--- src/rtl/pcint_pkg.sv ---
// Shared constants for the pin-change interrupt groups (PCINT0/1/2).
// The optional capture register is enabled by defining PCINT_CAPTURE_EN.
package pcint_pkg;

    localparam logic [5:0] PCIFR_ADDR_DEF = 6'h1B;
    localparam logic [7:0] PCICR_ADDR_DEF = 8'h68;
    localparam logic [7:0] PCMSK_ADDR_DEF = 8'h6B;
    localparam logic [7:0] PCCAP_ADDR_DEF = 8'hEE;

    localparam int unsigned PCIF0_BIT = 0;
    localparam int unsigned PCIE0_BIT = 0;

    // Edges after reset before pin changes are trusted.
    localparam int unsigned         PRIME_W    = 2;
    localparam logic [PRIME_W-1:0]  PRIME_DONE = '1;

endpackage

--- src/rtl/pcint_sync.sv ---
// Three-stage pin synchronizer; reports bits whose synchronized level moved
// between the last two stages.
module pcint_sync #(
    parameter int unsigned WIDTH = 8
) (
    input  logic             clk,
    input  logic             rst,
    input  logic [WIDTH-1:0] pin,
    output logic [WIDTH-1:0] toggled
);

    logic [WIDTH-1:0] s1;
    logic [WIDTH-1:0] s2;
    logic [WIDTH-1:0] s3;

    always_ff @(posedge clk or posedge rst) begin
        if (rst) begin
            s1 <= '0;
            s2 <= '0;
            s3 <= '0;
        end else begin
            s1 <= pin;
            s2 <= s1;
            s3 <= s2;
        end
    end

    assign toggled = s2 ^ s3;

endmodule

--- src/rtl/pcint_ctrl.sv ---
// PCINT0 pin-change interrupt controller: PCMSK0, PCICR.PCIE0, PCIFR.PCIF0.
// Define PCINT_CAPTURE_EN to add the read-to-clear change capture register.
module pcint_ctrl
    import pcint_pkg::*;
#(
    parameter logic [5:0] PCIFR_ADDR = PCIFR_ADDR_DEF,
    parameter logic [7:0] PCICR_ADDR = PCICR_ADDR_DEF,
    parameter logic [7:0] PCMSK_ADDR = PCMSK_ADDR_DEF,
    parameter logic [7:0] PCCAP_ADDR = PCCAP_ADDR_DEF
) (
    input  logic       cp2,
    input  logic       ireset,
    input  logic [5:0] IO_Addr,
    input  logic       iore,
    input  logic       iowe,
    input  logic [7:0] ramadr,
    input  logic       ramre,
    input  logic       ramwe,
    input  logic [7:0] dbus_in,
    output logic [7:0] dbus_out,
    output logic       out_en,
    input  logic [7:0] pin_i,
    output logic       irq,
    input  logic       irq_ack,
    output logic [7:0] PCINT_o,
    output logic       PCIE_o
);

`ifdef PCINT_CAPTURE_EN
    localparam bit CAP_PRESENT = 1'b1;
`else
    localparam bit CAP_PRESENT = 1'b0;
`endif

    logic [7:0]         mask;
    logic               pcie;
    logic               pcif;
    logic [7:0]         cap;
    logic [PRIME_W-1:0] prime;
    logic [7:0]         toggled;
    logic [7:0]         change;

    logic pcifr_wr, pcicr_wr, pcmsk_wr;
    logic pcifr_rd, pcicr_rd, pcmsk_rd, pccap_rd;
    logic flag_clr;

    pcint_sync #(.WIDTH(8)) u_sync (
        .clk     (cp2),
        .rst     (ireset),
        .pin     (pin_i),
        .toggled (toggled)
    );

    always_ff @(posedge cp2 or posedge ireset) begin
        if (ireset)
            prime <= '0;
        else if (prime != PRIME_DONE)
            prime <= prime + 1'b1;
    end

    assign change = (prime == PRIME_DONE) ? (toggled & mask) : '0;

    assign pcifr_wr = iowe  && (IO_Addr == PCIFR_ADDR);
    assign pcicr_wr = ramwe && (ramadr  == PCICR_ADDR);
    assign pcmsk_wr = ramwe && (ramadr  == PCMSK_ADDR);
    assign pcifr_rd = iore  && (IO_Addr == PCIFR_ADDR);
    assign pcicr_rd = ramre && (ramadr  == PCICR_ADDR);
    assign pcmsk_rd = ramre && (ramadr  == PCMSK_ADDR);
    assign pccap_rd = CAP_PRESENT && ramre && (ramadr == PCCAP_ADDR);

    assign flag_clr = (pcifr_wr && dbus_in[PCIF0_BIT]) || irq_ack;

    // A new change outranks any clear on the same edge so no edge is lost.
    always_ff @(posedge cp2 or posedge ireset) begin
        if (ireset)
            pcif <= 1'b0;
        else if (|change)
            pcif <= 1'b1;
        else if (flag_clr)
            pcif <= 1'b0;
    end

    always_ff @(posedge cp2 or posedge ireset) begin
        if (ireset) begin
            pcie <= 1'b0;
            mask <= '0;
        end else begin
            if (pcicr_wr)
                pcie <= dbus_in[PCIE0_BIT];
            if (pcmsk_wr)
                mask <= dbus_in;
        end
    end

`ifdef PCINT_CAPTURE_EN
    always_ff @(posedge cp2 or posedge ireset) begin
        if (ireset)
            cap <= '0;
        else
            cap <= (pccap_rd ? '0 : cap) | change;
    end
`else
    assign cap = '0;
`endif

    always_comb begin
        dbus_out = '0;
        out_en   = 1'b0;
        if (pcifr_rd) begin
            out_en              = 1'b1;
            dbus_out[PCIF0_BIT] = pcif;
        end else if (pcicr_rd) begin
            out_en              = 1'b1;
            dbus_out[PCIE0_BIT] = pcie;
        end else if (pcmsk_rd) begin
            out_en   = 1'b1;
            dbus_out = mask;
        end else if (pccap_rd) begin
            out_en   = 1'b1;
            dbus_out = cap;
        end
    end

    assign irq     = pcif & pcie;
    assign PCINT_o = mask;
    assign PCIE_o  = pcie;

endmodule

--- config.mk ---
export PLATFORM = sky130hd
export DESIGN_NAME = pcint_ctrl
export DESIGN_NICKNAME = d
export VERILOG_FILES = /design/src/rtl/pcint_pkg.sv /design/src/rtl/pcint_sync.sv /design/src/rtl/pcint_ctrl.sv
export SDC_FILE = /design/constraint.sdc
export NUM_CORES = 1
export LEC_CHECK = 0
export CAP_MARGIN = 0
export CELL_PAD_IN_SITES_DETAIL_PLACEMENT = 1
export CELL_PAD_IN_SITES_GLOBAL_PLACEMENT = 2
export CORE_MARGIN = 5
export CORE_UTILIZATION = 30
export DETAILED_ROUTE_END_ITERATION = 16
export PLACE_DENSITY = 0.84
export SYNTH_ARGS = -nofsm -noshare
export SYNTH_HDL_FRONTEND = slang
export SYNTH_SLANG_ARGS = --single-unit
--- constraint.sdc ---
create_clock -name cp2 -period 4.3 [get_ports cp2]
set_input_delay 0.86 -clock cp2 [delete_from_list [all_inputs] [get_ports cp2]]
set_output_delay 0.86 -clock cp2 [all_outputs]
set_load 0.005 [all_outputs]
==> run_summary.xml <==
<?xml version="1.0" encoding="UTF-8"?>
<metrics>
  <group name="outcome">
    <metric name="status" unit="">complete, no violations</metric>
  </group>
  <group name="route">
    <metric name="detail-route-antenna-nets" unit="">0</metric>
    <metric name="post_drt_wl_per_cell" unit="um">16.06</metric>
    <metric name="detail_route.drc_violations" unit="">0</metric>
    <metric name="drt_wl_total" unit="mm">3.276</metric>
    <metric name="detail_route.vias_per_cell" unit="">4.598</metric>
    <metric name="drt_first_iter_violations" unit="">27</metric>
    <metric name="route.vias.total" unit="">938</metric>
    <metric name="drtPass1Iterations" unit="">3</metric>
  </group>
  <group name="critical_path">
    <metric name="critical_path.most_common_cell" unit="">clkdlybuf4s50_1</metric>
    <metric name="timing.reg2reg.worst_path_depth" unit="">4</metric>
    <metric name="worstPathCellList" unit="">clkdlybuf4s50_1, nand4bb_4, nor3b_4, and4_2, and2_1, clkdlybuf4s50_1</metric>
    <metric name="reg2reg_slack" unit="ns">3.13</metric>
    <metric name="worst_reg2reg_path_startpoint" unit="">u_sync.s3[6]</metric>
    <metric name="cpMaxStageDelayCell" unit="">clkdlybuf4s50_1</metric>
    <metric name="data_arrival_time_at_the_worst_slack_endpoint" unit="ns">2.86</metric>
    <metric name="worstReg2RegEnd" unit="">pcif</metric>
    <metric name="critPathLaunchType" unit="">input port</metric>
    <metric name="slowest_delay" unit="ns">0.50</metric>
    <metric name="required" unit="ns">3.44</metric>
    <metric name="timing.setup.critical_path_class" unit="">input port to output pin</metric>
    <metric name="worst_setup_path_end_kind" unit="">output pin</metric>
    <metric name="worst-path-max-fanout" unit="">7</metric>
  </group>
  <group name="grt">
    <metric name="grt_start_max_net_pins" unit="">37</metric>
    <metric name="grt_usage" unit="%">11.51</metric>
    <metric name="global_route.overflow_total" unit="">0</metric>
    <metric name="grt_pass1_vias" unit="">1113</metric>
    <metric name="antenna_found_initial" unit="">0</metric>
    <metric name="grt_pass1_wl" unit="mm">5.540</metric>
  </group>
  <group name="pwr">
    <metric name="power_density" unit="mW/mm^2">328.0</metric>
    <metric name="static_leakage" unit="uW">0.0009083</metric>
    <metric name="worst_ir_drop_vdd" unit="V">0.0002059</metric>
    <metric name="report.power.total" unit="uW">688.6</metric>
  </group>
  <group name="clock_network">
    <metric name="cts_setup_buffers" unit="">0</metric>
    <metric name="source_to_sink_clock_delay_at_the_later_pin_of_the_worst_skew_pair" unit="ns">0.28</metric>
    <metric name="clock_tree.root_cell" unit="">clkbuf_8</metric>
    <metric name="cts_made_buffers" unit="">5</metric>
    <metric name="htreeDepth" unit="">2</metric>
    <metric name="cts.reportedPaths.clkPinSlew" unit="ns">0.07</metric>
    <metric name="cts.path.max_buffers" unit="">2</metric>
    <metric name="cts_tree" unit="">done</metric>
    <metric name="clock_sinks" unit="">36</metric>
    <metric name="postCtsHoldBufs" unit="">0</metric>
    <metric name="cts_repair_resize_count" unit="">0</metric>
  </group>
  <group name="sta">
    <metric name="sum_of_negative_setup_slack" unit="ns">0</metric>
    <metric name="final_hold_viol_count" unit="">0</metric>
    <metric name="timing.final.crit_share" unit="%">86.60</metric>
    <metric name="final-max-slew-violation-count" unit="">0</metric>
    <metric name="fmax" unit="MHz">268.5</metric>
    <metric name="finClkSkew" unit="ns">0.001842</metric>
    <metric name="final-setup-viol-count" unit="">0</metric>
    <metric name="worst_pin_slew" unit="ns">0.4362</metric>
    <metric name="grt_setup_unrepaired" unit="">false</metric>
    <metric name="worst_slew_margin_rel" unit="%">70.92</metric>
    <metric name="postLayoutSetupSlackWorst" unit="ns">0.5763</metric>
    <metric name="holdWs" unit="ns">0.3496</metric>
    <metric name="layout_min_cycle_time" unit="ns">3.724</metric>
  </group>
  <group name="job">
    <metric name="cap_viol_max_count" unit="">0</metric>
  </group>
  <group name="layout">
    <metric name="finalNetCount" unit="">189</metric>
    <metric name="final_design_area_no_fill" unit="sq mm">0.002100</metric>
    <metric name="number_of_inserted_diodes" unit="">0</metric>
    <metric name="area_overhead_of_the_layout_relative_to_synthesis" unit="%">51.44</metric>
    <metric name="final_layout_size_suffix_gt1_share" unit="%">13.82</metric>
  </group>
  <group name="yosys">
    <metric name="synth.yosys.seq_area_share" unit="%">64.98</metric>
    <metric name="synthesis.instances" unit="">88</metric>
    <metric name="synth.avg_cell_area" unit="sq um">15.75</metric>
    <metric name="post_synth_num_cell_types" unit="">23</metric>
    <metric name="ys_ff_latch" unit="">36</metric>
    <metric name="synth_warnings" unit="">0</metric>
    <metric name="area_of_the_mapped_netlist" unit="sq mm">0.001386</metric>
    <metric name="synth_nets" unit="">126</metric>
  </group>
  <group name="hold_path">
    <metric name="timing.hold.worst.class" unit="">flip-flop to flip-flop</metric>
    <metric name="min_path_cells" unit="">0</metric>
    <metric name="timing.hold.worst_endpoint" unit="">u_sync.s2[4]</metric>
    <metric name="worstHoldStart" unit="">u_sync.s1[4]</metric>
  </group>
  <group name="die">
    <metric name="io_pins" unit="">56</metric>
    <metric name="start_util" unit="%">31.41</metric>
    <metric name="floorplan.core_area" unit="sq mm">0.004414</metric>
    <metric name="rows" unit="">24</metric>
    <metric name="floorplan.die.width" unit="um">77.98</metric>
    <metric name="floorplan.die.height" unit="um">77.98</metric>
    <metric name="die-area" unit="sq mm">0.006081</metric>
  </group>
  <group name="placement">
    <metric name="half_perimeter_wire_length_after_placement" unit="mm">2.577</metric>
    <metric name="placement.cell_area" unit="sq mm">0.002009</metric>
    <metric name="buffers_added_on_ports" unit="">55</metric>
    <metric name="place.gp.congestion" unit="">0.7352</metric>
    <metric name="preCtsSetupSlack" unit="ns">0.5709</metric>
  </group>
</metrics>
==> cells by family after synthesis <==
| kind of cell | Yosys count | share of synthesized area [%] |
|---|---|---|
| flip-flops | 36 | 64.98 |
| XOR/XNOR | 9 | 5.686 |
| buffers and inverters | 2 | 0.5417 |
| multiplexers | 10 | 10.29 |
| adder cells (fa/ha/maj) | 1 | 0.9024 |
| AND/OR/NAND/NOR | 21 | 12.73 |
| AO/OA/AOI/OAI | 9 | 4.875 |
==> worst max-delay path: cells and delay by family <==
family	cells	cell delay [ns]
buffers and inverters	2	0.90
and+or+nand+nor	4	1.09
==> report_power, final <==
group	switching (uW)	internal (uW)	leakage, uW
clock	113	131	0.0000455
sequential	11.2	357	0.000434
combinational	25.2	51.6	0.000429
total	150	539	0.000908
==> flip-flops by register name, indices dropped and copies added (netlist names) <==
signal     count
u_sync.s3      8
prime          2
pcif           1
u_sync.s2      8
u_sync.s1      8
PCIE_o         1
PCINT_o        8
==> layer usage <==
metal	routed length (um)	part of all wire (%)	vias to the layer above	global-route usage, %
li1	-	-	434	-
met1	1247	38	467	13.15
met2	1770	54	32	20.12
met3	214	6.5	5	3.704
met4	43	1.3	0	4.054
met5	0	0	-	0
==> worst max path at each step <==
stage / end / cells after the start / slack [ns] / startpoint
CTS: dbus_out[4] / 6 / 0.56 / ramadr[2]
finish: dbus_out[4] / 6 / 0.58 / ramadr[2]
global placement: dbus_out[4] / 6 / 0.58 / ramadr[2]
global route: dbus_out[3] / 6 / 0.48 / IO_Addr[4]
detailed placement: dbus_out[4] / 6 / 0.57 / ramadr[5]
floorplan: dbus_out[1] / 4 / 1.64 / ramadr[2]
==> layout make-up <==
type                       instances  area (sq um)
inverter                           2         7.507
multi-input combinational         50         478.0
fill                             447          2315
timing repair buffer              56         558.0
sequential                        36         900.9
tap                               52         65.06
clock buffer                       8         90.09
==> Yosys cell counts <==
| cell type | count | share of area (%) |
|---|---|---|
| and2_1 | 9 | 4.1 |
| mux2_2 | 2 | 1.6 |
| nand3_1 | 2 | 0.72 |
| a21o_1 | 1 | 0.54 |
| ha_1 | 1 | 0.90 |
| o211ai_1 | 1 | 0.54 |
| xor2_1 | 8 | 5.1 |
| nand4_1 | 2 | 0.90 |
| inv_1 | 2 | 0.54 |
| nor4bb_1 | 1 | 0.72 |
| nand4bb_4 | 1 | 2.0 |
| nand2_1 | 1 | 0.27 |
| dfrtp_1 | 36 | 65 |
| and3_1 | 1 | 0.45 |
| a22oi_1 | 5 | 2.7 |
| a311oi_1 | 1 | 0.63 |
| nand3_4 | 1 | 1.3 |
| and4_2 | 1 | 0.72 |
| nor2_1 | 1 | 0.27 |
| o22ai_1 | 1 | 0.45 |
| xnor2_1 | 1 | 0.63 |
| nor3b_4 | 1 | 1.4 |
| mux2_4 | 8 | 8.7 |
==> cell usage in the layout (no fill, tap or decap), drive strengths merged <==
master / count
clkdlybuf4s50: 55
dfrtp: 36
mux2: 10
and2: 9
xor2: 8
clkbuf: 8
a22oi: 5
nand3: 3
nand4: 2
inv: 2
nor4bb: 1
nand4bb: 1
nor3b: 1
and4: 1
nor2: 1
o211ai: 1
nand2: 1
o22ai: 1
xnor2: 1
and3: 1
a311oi: 1
a21o: 1
ha: 1
buf: 1
==> metrics by stage <==
step                instances  utilization, %
global placement          196           45.52
finish                    204           47.56
detailed placement        196           45.52
floorplan                  88               -
global route              204           47.56
CTS                       204           47.56
Power figures use the tool's default switching activity.
